`src/rtl/stopwatch_ctrl_pkg.sv`:
```
// -----------------------------------------------------------------------------
// stopwatch_ctrl_pkg
// Shared constants for the stopwatch: sequencer state encodings, default rate
// constants, the blank-digit cathode pattern used by the display path, and a
// helper that sizes divider counters.
// -----------------------------------------------------------------------------
package stopwatch_ctrl_pkg;

    // Sequencer states (kept as plain 2-bit constants for legacy consumers).
    localparam logic [1:0] S_RUN   = 2'd0;
    localparam logic [1:0] S_PAUSE = 2'd1;
    localparam logic [1:0] S_ADJ   = 2'd2;

    // Default rates for the production build.
    localparam int unsigned DEF_CLK_HZ          = 100_000_000;
    localparam int unsigned DEF_COUNT_HZ        = 1;
    localparam int unsigned DEF_ADJ_HZ          = 2;
    localparam int unsigned DEF_SCAN_HZ         = 500;
    localparam int unsigned DEF_BLINK_HZ        = 4;
    localparam int unsigned DEF_DEBOUNCE_CYCLES = 1_000_000;

    // Active-low segment cathodes: all high blanks the digit.
    localparam logic [6:0] SEG_OFF = 7'b111_1111;

    // Counter width for a divide-by-n counter holding 0..n-1.
    function automatic int unsigned div_width(input int unsigned n);
        return (n > 1) ? $clog2(n) : 1;
    endfunction

endpackage

```
`src/rtl/btn_debounce.sv`:
```
// -----------------------------------------------------------------------------
// btn_debounce
// Two-flop synchronizer, level debouncer and rising-edge pulse for one raw
// push button.
//
// Configuration macro: STOPWATCH_DEBOUNCE_EN
//   defined   : the accepted level follows the synchronized input only after it
//               has differed for DEBOUNCE_CYCLES consecutive cycles; press_o
//               fires DEBOUNCE_CYCLES+1 cycles after the synchronized rise.
//   undefined : accepted level = synchronized level; press_o fires one cycle
//               after the synchronized rise.
//
// Ports:
//   clk     in  system clock
//   rst_n   in  asynchronous active-low reset
//   btn_i   in  raw asynchronous button, active-high
//   press_o out one-cycle pulse per accepted press
// -----------------------------------------------------------------------------
module btn_debounce
    import stopwatch_ctrl_pkg::*;
#(
    parameter int unsigned DEBOUNCE_CYCLES = DEF_DEBOUNCE_CYCLES
) (
    input  logic clk,
    input  logic rst_n,
    input  logic btn_i,
    output logic press_o
);

    if (DEBOUNCE_CYCLES < 1) begin : g_bad_debounce
        $error("btn_debounce: DEBOUNCE_CYCLES must be at least 1");
    end

    logic [1:0] sync_q;
    logic       level_cur;   // accepted (debounced) button level
    logic       level_q;     // accepted level one cycle late, for edge detect
    logic       press_q;

`ifdef STOPWATCH_DEBOUNCE_EN
    localparam int unsigned     CNT_W    = div_width(DEBOUNCE_CYCLES);
    localparam logic [CNT_W-1:0] CNT_LAST = CNT_W'(DEBOUNCE_CYCLES - 1);

    logic [CNT_W-1:0] cnt_q, cnt_d;
    logic             deb_q, deb_d;

    // NOTE: every variable gets a default before any branch so no path leaves
    // it unassigned -- otherwise synthesis infers a latch.
    always_comb begin
        cnt_d = '0;
        deb_d = deb_q;
        // Any cycle where the input agrees with the accepted level restarts
        // the run, so a bounce never accumulates toward a change.
        if (sync_q[1] != deb_q) begin
            if (cnt_q == CNT_LAST) begin
                deb_d = sync_q[1];
            end else begin
                cnt_d = cnt_q + CNT_W'(1);
            end
        end
    end

    always_ff @(posedge clk or negedge rst_n) begin
        if (!rst_n) begin
            cnt_q <= '0;
            deb_q <= 1'b0;
        end else begin
            cnt_q <= cnt_d;
            deb_q <= deb_d;
        end
    end

    assign level_cur = deb_q;
`else
    assign level_cur = sync_q[1];
`endif

    // NOTE: clocked state uses non-blocking assignments so every flop samples
    // its pre-edge inputs, independent of statement order.
    always_ff @(posedge clk or negedge rst_n) begin
        if (!rst_n) begin
            sync_q  <= 2'b00;
            level_q <= 1'b0;
            press_q <= 1'b0;
        end else begin
            sync_q  <= {sync_q[0], btn_i};
            level_q <= level_cur;
            press_q <= level_cur & ~level_q;
        end
    end

    assign press_o = press_q;

endmodule

```
`src/rtl/stopwatch_ctrl.sv`:
```
// -----------------------------------------------------------------------------
// stopwatch_ctrl
// Central stopwatch sequencer: conditions the buttons and switches, runs the
// RUN/PAUSE/ADJUST state machine and produces every rate enable the datapath
// and display multiplexer use. All outputs come straight from flops.
//
// Configuration macro: STOPWATCH_DEBOUNCE_EN (button debounce, see btn_debounce)
//
// Ports:
//   clk, rst_n          system clock, asynchronous active-low reset
//   btn_pause/btn_reset raw buttons, active-high
//   sw_sel              raw switch, 0 = minutes, 1 = seconds
//   sw_adj              raw switch, 1 = adjust mode
//   count_tick          pulse: advance time one second
//   count_clr           pulse: clear all digits to 00:00
//   adj_tick            pulse: increment the selected field
//   adj_mode            adjust mode active
//   adj_field           synchronized sel
//   blink               blink level, 1 = digit visible
//   scan_en             pulse: display mux advances one digit
//   running             saved run flag
// -----------------------------------------------------------------------------
module stopwatch_ctrl
    import stopwatch_ctrl_pkg::*;
#(
    parameter int unsigned CLK_HZ          = DEF_CLK_HZ,
    parameter int unsigned COUNT_HZ        = DEF_COUNT_HZ,
    parameter int unsigned ADJ_HZ          = DEF_ADJ_HZ,
    parameter int unsigned SCAN_HZ         = DEF_SCAN_HZ,
    parameter int unsigned BLINK_HZ        = DEF_BLINK_HZ,
    parameter int unsigned DEBOUNCE_CYCLES = DEF_DEBOUNCE_CYCLES
) (
    input  logic clk,
    input  logic rst_n,
    input  logic btn_pause,
    input  logic btn_reset,
    input  logic sw_sel,
    input  logic sw_adj,
    output logic count_tick,
    output logic count_clr,
    output logic adj_tick,
    output logic adj_mode,
    output logic adj_field,
    output logic blink,
    output logic scan_en,
    output logic running
);

    localparam int unsigned COUNT_N = CLK_HZ / COUNT_HZ;
    localparam int unsigned ADJ_N   = CLK_HZ / ADJ_HZ;
    localparam int unsigned SCAN_N  = CLK_HZ / SCAN_HZ;
    localparam int unsigned BLINK_N = CLK_HZ / (2 * BLINK_HZ);

    localparam int unsigned COUNT_W = div_width(COUNT_N);
    localparam int unsigned ADJ_W   = div_width(ADJ_N);
    localparam int unsigned SCAN_W  = div_width(SCAN_N);
    localparam int unsigned BLINK_W = div_width(BLINK_N);

    localparam logic [COUNT_W-1:0] COUNT_LAST = COUNT_W'(COUNT_N - 1);
    localparam logic [ADJ_W-1:0]   ADJ_LAST   = ADJ_W'(ADJ_N - 1);
    localparam logic [SCAN_W-1:0]  SCAN_LAST  = SCAN_W'(SCAN_N - 1);
    localparam logic [BLINK_W-1:0] BLINK_LAST = BLINK_W'(BLINK_N - 1);

    if (COUNT_N < 2 || ADJ_N < 2 || SCAN_N < 2 || BLINK_N < 2) begin : g_bad_rate
        $error("stopwatch_ctrl: every divider ratio must be at least 2");
    end

    // ---------------- input conditioning ----------------
    logic pause_press, reset_press;

    btn_debounce #(.DEBOUNCE_CYCLES(DEBOUNCE_CYCLES)) u_pause_btn (
        .clk     (clk),
        .rst_n   (rst_n),
        .btn_i   (btn_pause),
        .press_o (pause_press)
    );

    btn_debounce #(.DEBOUNCE_CYCLES(DEBOUNCE_CYCLES)) u_reset_btn (
        .clk     (clk),
        .rst_n   (rst_n),
        .btn_i   (btn_reset),
        .press_o (reset_press)
    );

    logic [1:0] sel_sync_q, adj_sync_q;
    logic       adj_sync;
    assign adj_sync = adj_sync_q[1];

    // ---------------- state ----------------
    logic [1:0]         state_q, state_d;
    logic               run_q, run_d;
    logic [COUNT_W-1:0] count_div_q, count_div_d;
    logic [ADJ_W-1:0]   adj_div_q, adj_div_d;
    logic [SCAN_W-1:0]  scan_div_q, scan_div_d;
    logic [BLINK_W-1:0] blink_div_q, blink_div_d;
    logic               count_tick_q, count_clr_q, adj_tick_q, scan_en_q;
    logic               adj_mode_q, blink_q;
    logic               count_wrap, adj_wrap, scan_wrap, blink_wrap;

    assign count_wrap = (state_q == S_RUN) && (count_div_q == COUNT_LAST);
    assign adj_wrap   = (state_q == S_ADJ) && (adj_div_q == ADJ_LAST);
    assign scan_wrap  = (scan_div_q == SCAN_LAST);
    assign blink_wrap = (blink_div_q == BLINK_LAST);

    // Transitions in priority order: reset press swallows the whole cycle
    // (including a simultaneous pause press); the adjust switch beats pause.
    always_comb begin
        state_d = state_q;
        run_d   = run_q;
        if (reset_press) begin
            state_d = state_q;
        end else if (adj_sync && state_q != S_ADJ) begin
            state_d = S_ADJ;
        end else if (!adj_sync && state_q == S_ADJ) begin
            state_d = run_q ? S_RUN : S_PAUSE;
        end else if (pause_press) begin
            run_d = !run_q;
            if (state_q != S_ADJ) begin
                state_d = run_d ? S_RUN : S_PAUSE;
            end
        end
    end

    always_comb begin
        // Count divider holds outside RUN so a resume continues mid-second.
        count_div_d = count_div_q;
        if (reset_press || count_wrap) begin
            count_div_d = '0;
        end else if (state_q == S_RUN) begin
            count_div_d = count_div_q + COUNT_W'(1);
        end
        // Adjust divider sits at zero outside ADJ, so the first adj_tick lands
        // a full period after entry.
        adj_div_d   = (state_q != S_ADJ || adj_wrap) ? '0 : adj_div_q + ADJ_W'(1);
        scan_div_d  = scan_wrap  ? '0 : scan_div_q + SCAN_W'(1);
        blink_div_d = blink_wrap ? '0 : blink_div_q + BLINK_W'(1);
    end

    always_ff @(posedge clk or negedge rst_n) begin
        if (!rst_n) begin
            sel_sync_q   <= 2'b00;
            adj_sync_q   <= 2'b00;
            state_q      <= S_PAUSE;
            run_q        <= 1'b0;
            count_div_q  <= '0;
            adj_div_q    <= '0;
            scan_div_q   <= '0;
            blink_div_q  <= '0;
            count_tick_q <= 1'b0;
            count_clr_q  <= 1'b0;
            adj_tick_q   <= 1'b0;
            scan_en_q    <= 1'b0;
            adj_mode_q   <= 1'b0;
            blink_q      <= 1'b1;
        end else begin
            sel_sync_q   <= {sel_sync_q[0], sw_sel};
            adj_sync_q   <= {adj_sync_q[0], sw_adj};
            state_q      <= state_d;
            run_q        <= run_d;
            count_div_q  <= count_div_d;
            adj_div_q    <= adj_div_d;
            scan_div_q   <= scan_div_d;
            blink_div_q  <= blink_div_d;
            count_tick_q <= count_wrap && !reset_press;
            count_clr_q  <= reset_press;
            adj_tick_q   <= adj_wrap;
            scan_en_q    <= scan_wrap;
            adj_mode_q   <= (state_d == S_ADJ);
            blink_q      <= blink_wrap ? ~blink_q : blink_q;
        end
    end

    assign count_tick = count_tick_q;
    assign count_clr  = count_clr_q;
    assign adj_tick   = adj_tick_q;
    assign adj_mode   = adj_mode_q;
    assign adj_field  = sel_sync_q[1];
    assign blink      = blink_q;
    assign scan_en    = scan_en_q;
    assign running    = run_q;

endmodule

```
`config.mk`:
```
export PLATFORM = sky130hd
export DESIGN_NAME = stopwatch_ctrl
export DESIGN_NICKNAME = d
export VERILOG_FILES = /design/src/rtl/stopwatch_ctrl_pkg.sv /design/src/rtl/btn_debounce.sv /design/src/rtl/stopwatch_ctrl.sv
export SDC_FILE = /design/constraint.sdc
export NUM_CORES = 1
export LEC_CHECK = 0
export CAP_MARGIN = 15
export CORE_MARGIN = 5
export CORE_UTILIZATION = 35
export DETAILED_ROUTE_END_ITERATION = 10
export HOLD_SLACK_MARGIN = 0.06
export PLACE_DENSITY = 0.49
export SYNTH_ARGS = -nofsm -noshare
export SYNTH_HDL_FRONTEND = slang
export SYNTH_HIERARCHICAL = 1
export SYNTH_SLANG_ARGS = --single-unit
```
`constraint.sdc`:
```
create_clock -name clk -period 2.4 [get_ports clk]
set_input_delay 0.48 -clock clk [delete_from_list [all_inputs] [get_ports clk]]
set_output_delay 0.48 -clock clk [all_outputs]
set_load 0.01 [all_outputs]
```
# Word level (Yosys, flattened, before mapping)
# Index checks and enable logic that the tools add are counted.
# classes
add_sub_neg	4
eq_ne	7
muxes	12
bitwise	8
n_reduce_logical	13
# op_table
operator	n
$mux W27	2
$add A27 B1 Y27 const B	1
$eq A27 B27 Y1 const B	1
$add A26 B1 Y26 const B	1
$eq A26 B26 Y1 const B	1
$mux W26	1
$add A24 B1 Y24 const B	1
$eq A24 B24 Y1 const B	1
$mux W24	1
$add A18 B1 Y18 const B	1
$eq A18 B18 Y1 const B	1
$mux W18	1
$mux W2	5
$not A1 Y1	6
$logic_and A1 B1 Y1	5
$eq A2 B2 Y1 const B	2
$reduce_and A4 Y1	1
$logic_not A1 Y1	3
$and A1 B1 Y1	2
$logic_not A2 Y1	1
$logic_or A1 B1 Y1	2
$mux W1	2
$ne A2 B2 Y1 const B	1
$reduce_bool A2 Y1	1
# word_totals
regBits	116
inputBits	6
output_inout_bits	8
word_cells	64

# Longest topological paths before layout
# Gate-level depths: netlist (run 1).
# depth
depth_word	7
ltp_mapped	8
mapped_depth_nobuf	7

# Cells and area by module
# The synthesis (run 1) kept the hierarchy.
# modules_own_cells
module	n_inst	cells_per_inst	area_per_inst_um2	seq_area_each_um2
stopwatch_ctrl	1	552	5408.9	2705.1
btn_debounce	2	5	113.9	100.1

# Worst setup path after synthesis (run 1)
# No wires, ideal clock.
# synth_timing
path_type	reg2reg
start	reg adj_div_q[16]
end	reg adj_div_q[22]
setup_ns	0.130
arrival_ns	1.968
required_ns	2.270
setup_slack_ns	0.302
stages_incl_launch_ff	6
n_path_buf	1
period_less_slack_ns	2.098
cell_sequence	dfrtp_1 -> or4_1 -> or4_4 -> o31ai_4 -> buf_4 -> a21oi_1
# synth_via
elab_chain_cells	4
elab_cells_between_ends	5
classes_between	1 x add/sub; 1 x eq/ne; 1 x mux; 2 x reduce/logical
# synth_rtl
item	line	text
start: declaration	stopwatch_ctrl.sv:93	logic [ADJ_W-1:0] adj_div_q, adj_div_d;
start signal: assignment	stopwatch_ctrl.sv:161	adj_div_q <= adj_div_d;
branches (longest 3 deep; another with $add A26 B1 Y26)	-	
$mux W26 *	stopwatch_ctrl.sv:134	adj_div_d = (state_q != S_ADJ || adj_wrap) ? '0 : adj_div_q + ADJ_W'(1);
via adj_div_d[22]	stopwatch_ctrl.sv:93	
# Mark *: on every way through the listed nets, which the timed path passes.
# A chain may end at the register's enable or synchronous reset.

# Final worst setup path (run 1)
# layout_timing
start	reg count_div_q[2]
end	reg count_div_q[25]
# layout_via
elab_chain_cells	4
elab_cells_between_ends	7
classes_between	1 x add/sub; 1 x eq/ne; 2 x mux; 3 x reduce/logical
# layout_rtl
item	line	text
start: declaration	stopwatch_ctrl.sv:92	logic [COUNT_W-1:0] count_div_q, count_div_d;
start signal: assignment	stopwatch_ctrl.sv:160	count_div_q <= count_div_d;
branches (longest 4 deep; another with $add A27 B1 Y27)	-	
# Parallel ways; which one is timed is not known. The select of a mux whose other input is x is not followed.

==> impl_metrics.env, run 1 <==
export IMPL_ioPinCount=14
export IMPL_detail_route_first_pass_iterations=4
export IMPL_p_sw_share_pct=23.48
export IMPL_nFillCells=1513
export IMPL_synth_cell_types=52
export IMPL_max_freq_mhz=444.9
export IMPL_pwr_share_clk_pct=50.4
export IMPL_cap_violations=0
export IMPL_tightest_slew_ps=677.4
export IMPL_via_per_inst=5.176
export IMPL_pwr_share_seq_pct=38.7
export IMPL_nets=611
export IMPL_vdd_drop_max_uv=544.9
export IMPL_syn_area_per_cell_um2=10.03
export IMPL_fin_skew_ps=14.05
export IMPL_placementRows=46
export IMPL_cts_max_level=4
export IMPL_p_per_area_nw_per_um2=802.3
export IMPL_critPathBufInv=0
export IMPL_path_cells="or3b_4 > or4_1 > or4_1 > a21oi_1"
export IMPL_post_dp_hpwl_mm=8.050
export IMPL_die_y_um=136.9
export IMPL_max_stage_delay_ps=650
export IMPL_worst_slew_margin_rel_pct=54.74
export IMPL_core_area_um2=15830
export IMPL_cts_buffer_depth=2
export IMPL_final_layout_size_suffix_gt1_share_pct=10.66
export IMPL_hp_class="register to register"
export IMPL_routedWlPerCell_um=14.36
export IMPL_setup_ws_ps=152.1
export IMPL_async_flop_share_pct=100.0
export IMPL_gp_congestion=0.8154
export IMPL_final_area_um2=6788
export IMPL_antenna_found_initial=0
export IMPL_dr_first_iter_drc_count=320
export IMPL_period_minus_slack_ps=2248
export IMPL_syn_to_final_growth_pct=20.42
export IMPL_gr_total_overflow=0
export IMPL_synth_seq_cells=116
export IMPL_outcome="finished, final reports clean"
export IMPL_crit_path_top_delay_cell="or4_1"
export IMPL_cts_resized=0
export IMPL_path_max_fanout=16
export IMPL_cts_root_buf="clkbuf_16"
export IMPL_p_sw_mw=1.279
export IMPL_seq_area_frac_synth_pct=51.54
export IMPL_synthCells=562
export IMPL_cp_arrival_ps=2580
export IMPL_crit_family="simple AND/OR/NAND/NOR gates"
export IMPL_n_antenna_cell=0
export IMPL_path_class="register to register"
export IMPL_die_x_um=136.9
export IMPL_synthesis_nets=574
export IMPL_combPwrFrac_pct=11.0
export IMPL_cts_tree="built"
export IMPL_numPortBuffers=13
export IMPL_dp_slack_ps=159.4
export IMPL_path_common_cell="or4_1"
export IMPL_path_clk_slew_ps=60
export IMPL_grt_pass1_wl_mm=20.96
export IMPL_finalSetupViolations=0
export IMPL_ant_nets=0
export IMPL_cts_made_buffers=17
export IMPL_period_share_pct=93.66
export IMPL_grt_max_degree=53
export IMPL_cp_end_kind="register"
export IMPL_synthFlopType="dfrtp_1"
export IMPL_post_route_drc_count=0
export IMPL_p_leak_nw=2.765
export IMPL_grt_pass1_vias=4171
export IMPL_grt_total_usage_pct=14.02
export IMPL_synth_edff_count=0
export IMPL_intPower_mw=4.167
export IMPL_clock_latency_ps=410
export IMPL_die_area_um2=18740
export IMPL_start_util_pct=35.61
export IMPL_wirelength_mm=11.86
export IMPL_layout_commonest_cell="dfrtp_1"
export IMPL_layout_common_cells="114 x dfrtp_1, 43 x nor2_1, 41 x nand2_1"
export IMPL_r2r_slack_ps=150
export IMPL_rsz0062_at_grt="no"
export IMPL_placed_cell_area_um2=6141
export IMPL_crit_path_start_kind="register"
export IMPL_cp_data_required_time_ps=2730
export IMPL_slew_violations=0
export IMPL_yosysWarnings=6
export IMPL_syn_area_um2=5637
export IMPL_vias=4275
export IMPL_finalSetupTns_ps=0
export IMPL_clkSinkCount=116
export IMPL_timing_final_hold_violations=0
logic make-up after synthesis:
kind of cell	count (synthesis)	synth area share [%]
AOI/OAI and AO/OA	98	10.94
xor gates and xnor gates	48	7.458
DFF	116	51.54
buffers and inverters	34	2.708
and+or+nand+nor	260	26.02
adders and majority gates	6	1.332
power groups by stage:
| stage | Sequential [mW] | Combinational (mW) | Clock (mW) |
|---|---|---|---|
| floorplan | 2.15 | 0.330 | 0 |
| detailed placement | 2.14 | 0.607 | 0 |
| global placement | 2.14 | 0.602 | 0 |
| CTS | 2.11 | 0.612 | 2.80 |
| finish | 2.11 | 0.597 | 2.74 |
| global route | 2.12 | 0.676 | 2.90 |
worst register-to-register path, cell delays in order (launching register included):
cell and delay, ps:
dfrtp_1 390, or3b_4 410, or4_1 650, or4_1 570, a21oi_1 160
what timing repair did:
action / CTS / global route
buffers inserted: 0 / 0
hold buffers: 1 / 0
hold endpoints to repair: 21 / 0
cell usage after synthesis (3+ instances only):
cell type | count | share of area [%]
clkbuf_1 | 12 | 0.80
nand2_1 | 41 | 2.7
inv_1 | 15 | 1.0
or4_1 | 24 | 3.2
nand2b_1 | 4 | 0.44
a31oi_1 | 3 | 0.33
or3_1 | 18 | 2.0
o31a_1 | 3 | 0.47
nor2b_1 | 5 | 0.55
nor4_1 | 13 | 1.4
nor3_1 | 11 | 0.98
and4_1 | 11 | 1.7
and2_1 | 7 | 0.78
o31ai_1 | 17 | 2.3
o21ai_0 | 23 | 2.0
nor2_1 | 43 | 2.9
nand4_1 | 22 | 2.4
nand3_1 | 39 | 3.5
xnor2_1 | 22 | 3.4
dfrtp_1 | 114 | 51
ha_1 | 6 | 1.3
and3_1 | 7 | 0.78
xor2_1 | 26 | 4.0
a21oi_1 | 36 | 3.2
per-layer routing:
| metal | up-vias | wire length (µm) | global-route usage [%] |
|---|---|---|---|
| met5 | - | 0 | 0 |
| met4 | 0 | 172 | 4.712 |
| met3 | 13 | 399 | 4.081 |
| met2 | 56 | 5471 | 21.60 |
| met1 | 2066 | 5814 | 18.97 |
| li1 | 2140 | - | - |
cell type report:
| cell class | instances | area (µm²) | share of cell area, % |
|---|---|---|---|
| Timing Repair Buffer | 37 | 335.3 | 4.940 |
| Tap cell | 216 | 270.3 | 3.982 |
| Sequential cell | 116 | 2905 | 42.80 |
| Clock buffer | 20 | 456.7 | 6.728 |
| Inverter | 15 | 56.30 | 0.8295 |
| Clock inverter | 10 | 180.2 | 2.654 |
| Multi-Input combinational cell | 412 | 2584 | 38.06 |
sequential cells by signal, indices dropped and copies added (netlist names):
register and count:
u_pause_btn/level_q 1, adj_mode 1, u_pause_btn/sync_q 2, adj_tick 1, u_reset_btn/level_q 1, count_clr 1, scan_en 1, sel_sync_q 2
blink 1, adj_div_q 26, count_div_q 27, u_reset_btn/press_o 1, blink_div_q 24, u_pause_btn/press_o 1, count_tick 1, running 1
u_reset_btn/sync_q 2, scan_div_q 18, adj_sync_q 2, state_q 2
per-stage QoR:
step / utilization [%] / hold WS [ps] / power [mW] / std cells
6_report: 42.89 / 352.1 / 5.446 / 826
5_1_grt: 42.89 / 374.4 / 5.688 / 826
4_1_cts: 42.89 / 358.1 / 5.517 / 826
3_5_place_dp: 38.80 / 340.2 / 2.747 / 795
3_3_place_gp: 38.80 / 336.0 / 2.737 / 795
2_1_floorplan: - / 184.4 / 2.480 / 562
final timing paths:
kind	cells past startpoint	end	start
max	4	count_div_q[25]	count_div_q[2]
min	0	adj_sync_q[1]	adj_sync_q[0]
max reg2reg	4	count_div_q[25]	count_div_q[2]
min reg2reg	0	adj_sync_q[1]	adj_sync_q[0]
max in group asynchronous	3	state_q[0]	rst_n
min in group asynchronous	2	sel_sync_q[1]	rst_n
Power figures use the tool's default switching activity.
==> run 2, diff against run 1 <==
--- a/config.mk
+++ b/config.mk
@@ -9,8 +9,9 @@
 export CORE_MARGIN = 5
 export CORE_UTILIZATION = 35
 export DETAILED_ROUTE_END_ITERATION = 10
+export DONT_BUFFER_PORTS = 1
 export HOLD_SLACK_MARGIN = 0.06
-export PLACE_DENSITY = 0.49
+export PLACE_DENSITY = 0.48
 export SYNTH_ARGS = -nofsm -noshare
 export SYNTH_HDL_FRONTEND = slang
 export SYNTH_HIERARCHICAL = 1
==> run 2 against run 1 <==
  * The flow now finishes with violations (hold timing)
  * Routed wire length fell by 0.80%
  * Critical path depth did not move
  * Final cell count fell by 1.7%
  * Clock skew fell by 4.1 ps
  * Total power fell by 4.1%
  * Highest routed layer unchanged
  * Fmax fell by 1.2%
  * Global-route usage fell by 0.42 points
==> impl_metrics.env, run 2 (synthesis results as in run 1) <==
export IMPL_crit_path_start_kind="register"
export IMPL_cts_max_level=4
export IMPL_grt_max_degree=117
export IMPL_placementRows=46
export IMPL_cp_end_kind="register"
export IMPL_numPortBuffers=0
export IMPL_period_minus_slack_ps=2276
export IMPL_grt_total_usage_pct=13.59
export IMPL_path_max_fanout=16
export IMPL_nFillCells=1544
export IMPL_n_antenna_cell=0
export IMPL_die_y_um=136.9
export IMPL_largestRegisters="count_div_q: 27 flops, adj_div_q: 26 flops, blink_div_q: 24 flops"
export IMPL_timing_final_hold_violations=116
export IMPL_dr_first_iter_drc_count=215
export IMPL_slew_violations=0
export IMPL_placed_cell_area_um2=5973
export IMPL_finalSetupViolations=0
export IMPL_cts_made_buffers=17
export IMPL_cts_resized=0
export IMPL_p_leak_nw=2.672
export IMPL_path_clk_slew_ps=60
export IMPL_core_area_um2=15830
export IMPL_clkSinkCount=116
export IMPL_via_per_inst=5.218
export IMPL_detail_route_first_pass_iterations=4
export IMPL_post_route_drc_count=0
export IMPL_tightest_slew_ps=437.2
export IMPL_vias=4237
export IMPL_rr_startpoint="state_q[0]"
export IMPL_final_layout_size_suffix_gt1_share_pct=10.57
export IMPL_ant_nets=0
export IMPL_antenna_found_initial=0
export IMPL_grt_pass1_wl_mm=20.23
export IMPL_routedWlPerCell_um=14.49
export IMPL_fin_skew_ps=9.916
export IMPL_nets=595
export IMPL_final_instance_count_excl_fill=812
export IMPL_cts_root_buf="clkbuf_16"
export IMPL_period_share_pct=94.82
export IMPL_finalSetupTns_ps=0
export IMPL_cp_data_required_time_ps=2740
export IMPL_grt_pass1_vias=4242
export IMPL_vdd_drop_max_uv=578.0
export IMPL_max_freq_mhz=439.4
export IMPL_ioPinCount=14
export IMPL_clock_latency_ps=420
export IMPL_whs_ps=-238.3
export IMPL_final_area_um2=6585
export IMPL_crit_start="state_q[0]"
export IMPL_hp_class="input pin to async pin"
export IMPL_largest_register="count_div_q"
export IMPL_p_per_area_nw_per_um2=792.8
export IMPL_cts_tree="built"
export IMPL_syn_to_final_growth_pct=16.83
export IMPL_die_x_um=136.9
export IMPL_rsz0062_at_grt="no"
export IMPL_wirelength_mm=11.76
export IMPL_gr_total_overflow=0
export IMPL_outcome="finished with violations"
export IMPL_start_util_pct=35.61
export IMPL_layout_common_cells="114 x dfrtp_1, 43 x nor2_1, 41 x nand2_1"
export IMPL_largest_reg_flops=27
export IMPL_path_class="register to register"
export IMPL_gp_congestion=0.7757
export IMPL_cts_buffer_depth=2
export IMPL_dp_cells=780
export IMPL_post_dp_hpwl_mm=7.793
export IMPL_cp_arrival_ps=2610
export IMPL_worst_slew_margin_rel_pct=70.59
export IMPL_layout_commonest_cell="dfrtp_1"
export IMPL_cap_violations=0
export IMPL_die_area_um2=18740
export IMPL_violations="hold timing"
[run 2: layout make-up]
cell class / count / area [µm²] / area share, %
clock inverter: 11 / 151.4 / 2.299
multi-input combinational: 412 / 2584 / 39.24
timing repair buffer: 21 / 157.7 / 2.394
inverter: 15 / 56.30 / 0.8550
sequential: 116 / 2905 / 44.12
tap: 216 / 270.3 / 4.104
clock buffer: 21 / 460.4 / 6.992
[run 2: what timing repair did]
action                                 CTS  global route
endpoints found under the hold margin  116           116
setup endpoints to repair                0             0
buffers inserted                         0             0
[run 2: critical path, cell delays in order (launching register included)]
cell	delay (ps)
dfstp_2	410
or3b_4	390
or4_1	650
or4_1	580
a21oi_1	160
[run 2: worst paths after layout]
check | cells past startpoint | endpoint | slack (ps)
setup / recovery | 4 | count_div_q[25] | 120
hold / removal | 0 | sel_sync_q[1] | -240
setup reg to reg | 4 | count_div_q[25] | 120
hold reg to reg | 0 | u_pause_btn/sync_q[1] | 350
max in group asynchronous | 0 | state_q[0] | 2430
min in group clk | 0 | adj_sync_q[0] | 90
[run 2: routing by layer]
layer	track usage (%)	vias to the layer above	share of wire, %
met3	3.787	15	2.5
met2	22.70	41	48
met5	0	-	0
li1	-	2112	-
met1	16.68	2069	48
met4	5.322	0	1.7
[run 2: per-stage QoR]
step	hold WS, ps	setup WS [ps]	power (mW)	util (%)
2_1_floorplan	184.4	302.5	2.480	-
3_3_place_gp	188.6	188.9	2.629	37.74
3_5_place_dp	190.1	131.1	2.641	37.74
4_1_cts	-262.1	129.5	5.300	41.60
5_1_grt	-266.3	45.24	5.452	41.60
6_report	-238.3	124.3	5.221	41.60
[run 2: report_power, final]
part	switching (mW)	internal [mW]	leakage (nW)
combinational	0.266	0.194	0.838
sequential	0.0972	2.04	1.55
clock	0.929	1.69	0.286
total	1.29	3.93	2.67
==> run 3, diff against run 2 <==
--- a/config.mk
+++ b/config.mk
@@ -7,11 +7,11 @@
 export LEC_CHECK = 0
 export CAP_MARGIN = 15
 export CORE_MARGIN = 5
-export CORE_UTILIZATION = 35
+export CORE_UTILIZATION = 55
 export DETAILED_ROUTE_END_ITERATION = 10
 export DONT_BUFFER_PORTS = 1
 export HOLD_SLACK_MARGIN = 0.06
-export PLACE_DENSITY = 0.48
+export PLACE_DENSITY = 0.69
 export SYNTH_ARGS = -nofsm -noshare
 export SYNTH_HDL_FRONTEND = slang
 export SYNTH_HIERARCHICAL = 1
==> run 3 against run 2 <==
  * The flow still finishes with violations (hold timing)
  * Die area down 34%
  * Sequential power about the same
  * Sequential share of layout area up 0.22 points
  * Combinational power up 8.7%
  * Worst setup slack better by 29 ps
  * Routed wire length up 1.0%
==> impl_metrics.env, run 3 (synthesis results as in run 1) <==
export IMPL_cts_setup_buffers=0
export IMPL_cap_violations=0
export IMPL_final_core_utilization_pct=64.63
export IMPL_slew_violations=0
export IMPL_critPathBufInv=1
export IMPL_outcome="finished with violations"
export IMPL_antenna_found_initial=0
export IMPL_nFillCells=766
export IMPL_dr_first_iter_drc_count=282
export IMPL_r2r_slack_ps=150
export IMPL_numPortBuffers=0
export IMPL_path_clk_slew_ps=60
export IMPL_die_x_um=111.2
export IMPL_hold_buffers=4
export IMPL_gp_congestion=0.7997
export IMPL_max_freq_mhz=445.2
export IMPL_final_area_um2=6553
export IMPL_clock_latency_ps=530
export IMPL_worst_slew_margin_rel_pct=55.26
export IMPL_cts_tree="built"
export IMPL_wirelength_mm=11.88
export IMPL_grt_pass1_wl_mm=20.84
export IMPL_grt_max_degree=117
export IMPL_layout_commonest_cell="dfrtp_1"
export IMPL_cts_max_level=4
export IMPL_violations="hold timing"
export IMPL_nets=593
export IMPL_cts_root_buf="clkbuf_8"
export IMPL_ioPinCount=14
export IMPL_path_class="register to register"
export IMPL_layout_common_cells="114 x dfrtp_1, 43 x nor2_1, 41 x nand2_1"
export IMPL_fin_skew_ps=7.265
export IMPL_vdd_drop_max_uv=587.2
export IMPL_cts_buffer_depth=2
export IMPL_p_leak_nw=2.698
export IMPL_ant_nets=0
export IMPL_hp_class="input pin to async pin"
export IMPL_path_max_fanout=9
export IMPL_p_per_area_nw_per_um2=840.8
export IMPL_cts_made_buffers=17
export IMPL_n_antenna_cell=0
export IMPL_gr_total_overflow=0
export IMPL_via_per_inst=5.990
export IMPL_finalSetupViolations=0
export IMPL_multiInputGateArea_um2=2587
export IMPL_syn_to_final_growth_pct=16.25
export IMPL_placed_cell_area_um2=5828
export IMPL_vias=4373
export IMPL_clkSinkCount=116
export IMPL_tightest_slew_ps=669.6
export IMPL_crit_family="simple AND/OR/NAND/NOR gates"
export IMPL_grt_pass1_vias=4464
export IMPL_placementRows=37
export IMPL_largest_reg_flops=27
export IMPL_regArea_um2=2905
export IMPL_core_area_um2=10140
export IMPL_rsz0062_at_grt="no"
export IMPL_final_layout_size_suffix_gt1_share_pct=9.933
export IMPL_period_share_pct=93.60
export IMPL_period_minus_slack_ps=2246
export IMPL_path_cells="or4_1 > or4_4 > o31ai_4 > buf_4 > a21oi_1"
export IMPL_grt_total_usage_pct=20.71
export IMPL_cp_data_required_time_ps=2800
export IMPL_cp_arrival_ps=2640
export IMPL_die_y_um=111.2
export IMPL_start_util_pct=55.60
export IMPL_whs_ps=-350.8
export IMPL_post_route_drc_count=0
export IMPL_detail_route_first_pass_iterations=4
export IMPL_crit_path_top_delay_cell="or4_4"
export IMPL_largestRegisters="count_div_q: 27 flops, adj_div_q: 26 flops, blink_div_q: 24 flops"
export IMPL_crit_path_start_kind="register"
export IMPL_routedWlPerCell_um=16.28
export IMPL_post_dp_hpwl_mm=7.531
export IMPL_finalSetupTns_ps=0
export IMPL_cp_end_kind="register"
export IMPL_timing_final_hold_violations=116
export IMPL_max_stage_delay_ps=540
export IMPL_largest_register="count_div_q"
export IMPL_die_area_um2=12370
[run 3: area by class of cell]
type / count / share of cell area [%]
flip-flops and latches: 116 / 44.34
multi-input cells: 412 / 39.49
clock buffers: 21 / 7.008
clock inverters: 11 / 3.380
well taps: 136 / 2.597
repair buffers: 19 / 2.330
inverters: 15 / 0.8593
[run 3: routing by layer]
layer  up-vias  part of all wire, %  GRT usage [%]
met5         -                    0              0
met4         0                  2.3          9.570
met3        27                  4.0          6.168
met2        86                   49          33.21
met1      2162                   44          25.81
li1       2098                    -              -
[run 3: repair_timing]
action                                  4_1_cts  5_1_grt
endpoints found under the hold margin       120      116
endpoints found under the setup margin        0        1
gates resized for setup                       0        1
[run 3: through the flow]
| stage | setup slack [ps] | total power, mW | std cells |
|---|---|---|---|
| 2_1_floorplan | 302.5 | 2.480 | 562 |
| 3_3_place_gp | 202.1 | 2.641 | 694 |
| 4_1_cts | 131.8 | 5.556 | 730 |
| 5_1_grt | 67.28 | 5.734 | 730 |
| 3_5_place_dp | 143.6 | 2.659 | 694 |
| 6_report | 153.7 | 5.509 | 730 |
[run 3: path summary, 6_finish.rpt]
check | end | cells after the start | start
setup / recovery | adj_div_q[14] | 5 | adj_div_q[10]
hold / removal | count_tick | 0 | rst_n
setup reg to reg | adj_div_q[14] | 5 | adj_div_q[10]
hold reg to reg | sel_sync_q[1] | 0 | sel_sync_q[0]
max in group asynchronous | blink | 0 | rst_n
min in group clk | sel_sync_q[1] | 0 | sel_sync_q[0]
[run 3: where the power goes]
group | internal, mW | switching, mW | leakage (nW)
Combinational | 0.207 | 0.293 | 0.826
Clock | 1.98 | 0.892 | 0.325
Sequential | 2.04 | 0.0909 | 1.55
